**config.mk**
```make
export PLATFORM = sky130hd
export DESIGN_NAME = tdm_mux_n
export DESIGN_NICKNAME = d
export VERILOG_FILES = /design/src/rtl/tdm_mux_n_pkg.sv /design/src/rtl/tdm_mux_n_lane_fifo.sv /design/src/rtl/tdm_mux_n.sv
export SDC_FILE = /design/constraint.sdc
export NUM_CORES = 1
export LEC_CHECK = 0
export CORE_MARGIN = 1
export CORE_UTILIZATION = 50
export CTS_CLUSTER_DIAMETER = 40
export DETAILED_ROUTE_END_ITERATION = 10
export HOLD_SLACK_MARGIN = 0.06
export PLACE_DENSITY = 0.73
export SLEW_MARGIN = 20
export SYNTH_ARGS = -nofsm -noshare
export SYNTH_HDL_FRONTEND = slang
export SYNTH_SLANG_ARGS = --single-unit
```
**constraint.sdc**
```tcl
create_clock -name clk8f -period 2.37 [get_ports clk8f]
set_clock_uncertainty 0.15 [all_clocks]
set_input_delay 0.3555 -clock clk8f [delete_from_list [all_inputs] [get_ports clk8f]]
set_output_delay 0.3555 -clock clk8f [all_outputs]
set_load 0.01 [all_outputs]
```
**src/rtl/tdm_mux_n_pkg.sv**
```systemverilog
// tdm_mux_n_pkg: definitions shared by the TDM multiplexer, its lane FIFO
// and the matching demultiplexer.
//   MODE_FIXED / MODE_RR : values of the SKIP_IDLE parameter
//   clog2()              : ceiling log2 usable in parameter expressions
//   lane_lsb()           : low bit of lane 'lane' in a packed lane bus
package tdm_mux_n_pkg;

  localparam int MODE_FIXED = 0;
  localparam int MODE_RR    = 1;

  function automatic int clog2(input int value);
    int r;
    r = 0;
    while ((1 << r) < value) r++;
    return r;
  endfunction

  function automatic int lane_lsb(input int lane, input int width);
    return lane * width;
  endfunction

endpackage

```
**src/rtl/tdm_mux_n_lane_fifo.sv**
```systemverilog
// lane_fifo: synchronous FIFO, one per input lane of tdm_mux_n.
//   clk, rst    : clock, asynchronous active-high reset (empties the FIFO)
//   push, din   : write din when push is high and the FIFO is not full
//   pop         : drop the head word when pop is high and the FIFO is not empty
//   head        : word at the read pointer (valid while !empty)
//   count       : number of stored words, 0..FIFO_DEPTH
//   full, empty : status decoded from count
// A push and a pop in the same cycle both take effect and count is unchanged.
module lane_fifo
  import tdm_mux_n_pkg::*;
#(
  parameter int DATA_W     = 8,
  parameter int FIFO_DEPTH = 4,
  localparam int PTR_W     = (clog2(FIFO_DEPTH) < 1) ? 1 : clog2(FIFO_DEPTH),
  localparam int CNT_W     = clog2(FIFO_DEPTH) + 1
) (
  input  logic              clk,
  input  logic              rst,
  input  logic              push,
  input  logic              pop,
  input  logic [DATA_W-1:0] din,
  output logic [DATA_W-1:0] head,
  output logic [CNT_W-1:0]  count,
  output logic              full,
  output logic              empty
);

  logic [DATA_W-1:0] mem [FIFO_DEPTH];
  logic [PTR_W-1:0]  wr_ptr;
  logic [PTR_W-1:0]  rd_ptr;
  logic              do_push;
  logic              do_pop;

  assign full    = (count == CNT_W'(FIFO_DEPTH));
  assign empty   = (count == '0);
  assign do_push = push && !full;
  assign do_pop  = pop && !empty;
  assign head    = mem[rd_ptr];

  // Depth is a power of two, so the pointers wrap by plain overflow.
  always_ff @(posedge clk or posedge rst) begin
    if (rst) begin
      wr_ptr <= '0;
      rd_ptr <= '0;
      count  <= '0;
    end else begin
      if (do_push) wr_ptr <= wr_ptr + 1'b1;
      if (do_pop)  rd_ptr <= rd_ptr + 1'b1;
      case ({do_push, do_pop})
        2'b10:   count <= count + 1'b1;
        2'b01:   count <= count - 1'b1;
        default: count <= count;
      endcase
    end
  end

  // Storage carries no reset; stale contents are never visible while empty.
  always_ff @(posedge clk) begin
    if (do_push) mem[wr_ptr] <= din;
  end

endmodule

```
**src/rtl/tdm_mux_n.sv**
```systemverilog
// tdm_mux_n: N-lane time-division word multiplexer with per-lane FIFOs.
//   clk8f     : single clock, all state on its rising edge
//   reset     : asynchronous active-high reset, clears everything
//   data_in   : lane i word at bits [i*DATA_W +: DATA_W]
//   valid_in  : per-lane push strobe
//   ready_in  : per-lane FIFO can accept a word
//   data_out  : registered output word
//   valid_out : registered, data_out carries a real word
//   lane_out  : registered source-lane tag
//   overflow  : sticky per-lane flag, a push was dropped
// Input handshake: a word on lane i is accepted on a rising edge where
// valid_in[i] && ready_in[i]; valid_in[i] with !ready_in[i] drops the word
// and sets overflow[i]. ready_in depends only on registered count and
// reset, never on a same-cycle pop. The output side has no back-pressure:
// every cycle with valid_out = 1 carries one word.
// SKIP_IDLE = MODE_FIXED: a slot counter visits every lane once per LANES
// cycles whether or not it has data. SKIP_IDLE = MODE_RR: the first
// non-empty lane at or after the grant pointer is served every cycle.
module tdm_mux_n
  import tdm_mux_n_pkg::*;
#(
  parameter int DATA_W     = 8,
  parameter int LANES      = 4,
  parameter int FIFO_DEPTH = 4,
  parameter int SKIP_IDLE  = 0,
  localparam int LANE_W    = (clog2(LANES) < 1) ? 1 : clog2(LANES),
  localparam int CNT_W     = clog2(FIFO_DEPTH) + 1
) (
  input  logic                    clk8f,
  input  logic                    reset,
  input  logic [LANES*DATA_W-1:0] data_in,
  input  logic [LANES-1:0]        valid_in,
  output logic [LANES-1:0]        ready_in,
  output logic [DATA_W-1:0]       data_out,
  output logic                    valid_out,
  output logic [LANE_W-1:0]       lane_out,
  output logic [LANES-1:0]        overflow
);

  logic [DATA_W-1:0] head  [LANES];
  logic [CNT_W-1:0]  count [LANES];
  logic [LANES-1:0]  full;
  logic [LANES-1:0]  empty;
  logic [LANES-1:0]  pop;

  logic [LANE_W-1:0] slot;
  logic [LANE_W-1:0] ptr;
  logic [LANE_W-1:0] sel;
  logic              grant;
  int                idx;

  for (genvar i = 0; i < LANES; i++) begin : g_lane
    assign ready_in[i] = !reset && (count[i] < CNT_W'(FIFO_DEPTH));

    lane_fifo #(
      .DATA_W     (DATA_W),
      .FIFO_DEPTH (FIFO_DEPTH)
    ) u_fifo (
      .clk   (clk8f),
      .rst   (reset),
      .push  (valid_in[i] && ready_in[i]),
      .pop   (pop[i]),
      .din   (data_in[lane_lsb(i, DATA_W) +: DATA_W]),
      .head  (head[i]),
      .count (count[i]),
      .full  (full[i]),
      .empty (empty[i])
    );
  end

  // Lane selection. The round-robin search walks from the farthest offset
  // back to offset 0 so the nearest non-empty lane is the one left in sel.
  always_comb begin
    sel   = '0;
    grant = 1'b0;
    idx   = 0;
    if (SKIP_IDLE == MODE_FIXED) begin
      sel   = slot;
      grant = !empty[slot];
    end else begin
      for (int k = LANES - 1; k >= 0; k--) begin
        idx = int'(ptr) + k;
        if (idx >= LANES) idx = idx - LANES;
        if (!empty[idx]) begin
          grant = 1'b1;
          sel   = LANE_W'(idx);
        end
      end
    end
    pop = '0;
    if (grant) pop[sel] = 1'b1;
  end

  always_ff @(posedge clk8f or posedge reset) begin
    if (reset) begin
      slot      <= '0;
      ptr       <= '0;
      data_out  <= '0;
      valid_out <= 1'b0;
      lane_out  <= '0;
      overflow  <= '0;
    end else begin
      // full is equivalent to !ready_in outside reset.
      overflow  <= overflow | (valid_in & full);
      slot      <= (slot == LANE_W'(LANES - 1)) ? '0 : slot + 1'b1;
      valid_out <= grant;
      if (grant) begin
        data_out <= head[sel];
        lane_out <= sel;
        if (SKIP_IDLE != MODE_FIXED)
          ptr <= (sel == LANE_W'(LANES - 1)) ? '0 : sel + 1'b1;
      end else if (SKIP_IDLE == MODE_FIXED) begin
        // Empty slot still reports which lane owned it; data_out holds.
        lane_out <= slot;
      end
    end
  end

endmodule

```
==> key figures <==
Route
  • Detailed-route via count: 3952
  • Vias/cell: 5.38
  • Final wirelength: 13.8 mm
  • Post-DRT Antenna Nets: 0
  • Router iterations before antenna repair: 6
  • DRC Markers: 0
  • Iter 0 DRT Violations: 188
  • DR WL/cell: 18.8 um

Setup path
  • CP Max Fanout: 5
  • CP Class: flip-flop to flip-flop
  • CP Launch Point: sel[1]
  • Worst Path Arrival: 2.80 ns
  • CP Capture Type: flip-flop
  • Worst R2R End: g_lane[0].u_fifo.count[2]
  • Required time of the worst setup path: 2.57 ns
  • R2R Path Start: sel[1]
  • Worst r2r path cells: 10
  • FF-to-FF setup slack: -0.23 ns
  • CP startpoint kind: flip-flop

Logic synthesis
  • Yosys reg bits: 173
  • Post-Syn Nets: 483
  • Top post-synthesis cells by area: edfxtp_1 54%, dfrtp_1 16%, mux4_2 7.9%
  • Avg Synthesized Cell Area: 17.2 um^2
  • Seq/Total Area, Yosys: 69.5%
  • Yosys warning total: 0
  • Synth area leader: edfxtp_1
  • Yosys top cell area share: 53.7%
  • Synth Cell Area: 7150 um^2
  • Mapped Cells: 417
  • Synth unique cells: 32

Cells and area
  • P&R area growth vs syn: 26.3%
  • Commonest non-fill, non-tap cell in the layout: edfxtp_1
  • Final #Nets: 608
  • Layout cells sized above 1: 24.0%
  • Commonest cells after routing, fill and taps aside: 128 x edfxtp_1, 57 x buf_4, 53 x clkdlybuf4s50_1
  • Final Non-Filler Cells: 735
  • # diodes: 0

GRT
  • First-pass GRT wire length: 21.9 mm
  • Antenna violations before repair: 0
  • Grt ovf: 0
  • Largest net degree at the start of global routing: 33
  • Vias in the first global route: 4189
  • Total GRT Usage: 20.8%

Placement
  • DP Cell Count: 696
  • Hpwl dp: 9.87 mm
  • GPL Wtd Cong: 0.747
  • IO buf count: 56

Timing
  • Pins over their slew limit: 0
  • Max-slew headroom: 59.3%
  • Final Hold Viols: 0
  • Final setup margin: -0.226 ns
  • Final setup fails: 8
  • TNS Setup: -0.911 ns
  • Fmax: 0.385 GHz
  • Worst-Margin Slew: 0.610 ns
  • Final Cycle Share: 110%
  • Min cycle time layout: 2.60 ns
  • Unrepaired setup endpoints after global routing: true

Floorplan
  • Die Ht: 122 um
  • Starting density of the core: 51.3%
  • Die Width: 122 um
  • Site Rows: 43
  • Core Footprint: 13900 um^2
  • Die ar.: 14800 um^2
  • Ports: 57

Clock network
  • CTS sink cnt: 173
  • Worst-Skew Late Latency: 0.43 ns
  • Longest Clk Path Bufs: 2
  • Cts bufs inserted: 17
  • Worst-path clk slew: 0.06 ns
  • H-Tree Depth: 4
  • CTS tree: done
  • CTS Root Cell: clkbuf_16

Pwr
  • Worst vdd ir: 0.784 mV
  • PD cells: 1120 nW/um^2
  • Leak: 0.00355 uW

Min path
  • Min-delay src: overflow[1]
  • Worst min path class: flip-flop to flip-flop
  • Hold endpoint: overflow[1]
  • Hold Crit Depth: 1

Status
  • Outcome: finished, violations left
  • Failing checks: negative setup slack

Flow run
  • Max-cap viol count: 0
==> worst max path at each step <==
stage / slack, ns / to
after global placement: -0.14 / g_lane[1].u_fifo.count[2]
after detailed placement: -0.30 / g_lane[1].u_fifo.count[2]
after CTS: -0.20 / g_lane[0].u_fifo.count[2]
after floorplan: -0.23 / g_lane[2].u_fifo.count[2]
final: -0.23 / g_lane[0].u_fifo.count[2]
after global routing: -0.35 / g_lane[3].u_fifo.count[2]
==> logic make-up after synthesis <==
logic type,count (synthesis),share of synthesized area [%]
mux,53,11.8
fa+ha+maj,28,5.32
flops,173,69.5
buf+inv,40,2.27
xor+xnor,24,2.94
compound gates,34,3.29
simple gates,65,4.92
==> worst max-delay path, cell delays in order (launching register included) <==
cell	delay (ns)
dfrtp_1	0.39
inv_2	0.07
mux4_2	0.61
buf_4	0.19
nor2_2	0.10
ha_1	0.17
inv_1	0.05
fa_1	0.37
xor2_1	0.15
nor2_1	0.12
xor2_1	0.16
==> state kept, by name (all words and copies together), names as in the netlist <==
name and flops:
g_lane.u_fifo.rd_ptr 8, lane_out 2, g_lane.u_fifo.wr_ptr 8, overflow 4, g_lane.u_fifo.count 12, valid_out 1
g_lane.u_fifo.mem 128, sel 2, data_out 8
==> what timing repair did <==
action	4_1_cts	5_1_grt
endpoints found under the setup margin	8	11
setup buffers	4	3
hold endpoints to repair	13	0
pin swaps	3	3
gates resized for setup	2	7
hold buffers	1	0
==> through the flow <==
| stage | instance area, um^2 | power, uW | setup slack (ns) | utilization (%) | hold slack (ns) |
|---|---|---|---|---|---|
| 2_1_floorplan | 7180 | 6030 | -0.232 | - | 0.304 |
| 5_1_grt | 9030 | 10600 | -0.355 | 64.8 | 0.351 |
| 4_1_cts | 8990 | 10100 | -0.205 | 64.5 | 0.338 |
| 3_5_place_dp | 8350 | 7310 | -0.302 | 60.0 | 0.321 |
| 3_3_place_gp | 8350 | 7190 | -0.141 | 60.0 | 0.315 |
| 6_report | 9030 | 10100 | -0.226 | 64.8 | 0.329 |
==> routing by layer <==
metal,part of all wire [%],GRT usage [%]
met1,41,26.5
met2,50,33.7
met3,5.9,5.38
met4,2.5,9.26
met5,0,0
==> report_power, final <==
group	total (uW)	switching (uW)	internal [uW]	leakage [uW]
clock network	2790	1130	1660	0.000275
logic	3030	1400	1630	0.00159
registers	4260	463	3800	0.00168
total	10100	2990	7100	0.00355
==> Yosys cell counts (all sizes together) <==
library cell	count
a21oi	8
inv	28
mux4	25
o21ai	4
nor3	6
nand2b	2
o221ai	8
nand2	19
nor2	11
fa	4
edfxtp	128
or3	2
and3	16
clkbuf	5
a41o	4
o22ai	8
xor2	16
nor3b	4
buf	7
and2	4
dfrtp	45
ha	24
o211ai	2
mux2i	28
or2	1
xnor2	8
==> area by class of cell <==
type                       count  area (um^2)
clock inverter                13          165
multi-input combinational    204         2060
clock buffer                  19          433
timing repair buffer         118         1070
fill                         938         4900
sequential                   173         4970
tap                          180          225
inverter                      28          105
Note: power is estimated with default switching activity, not from simulation.
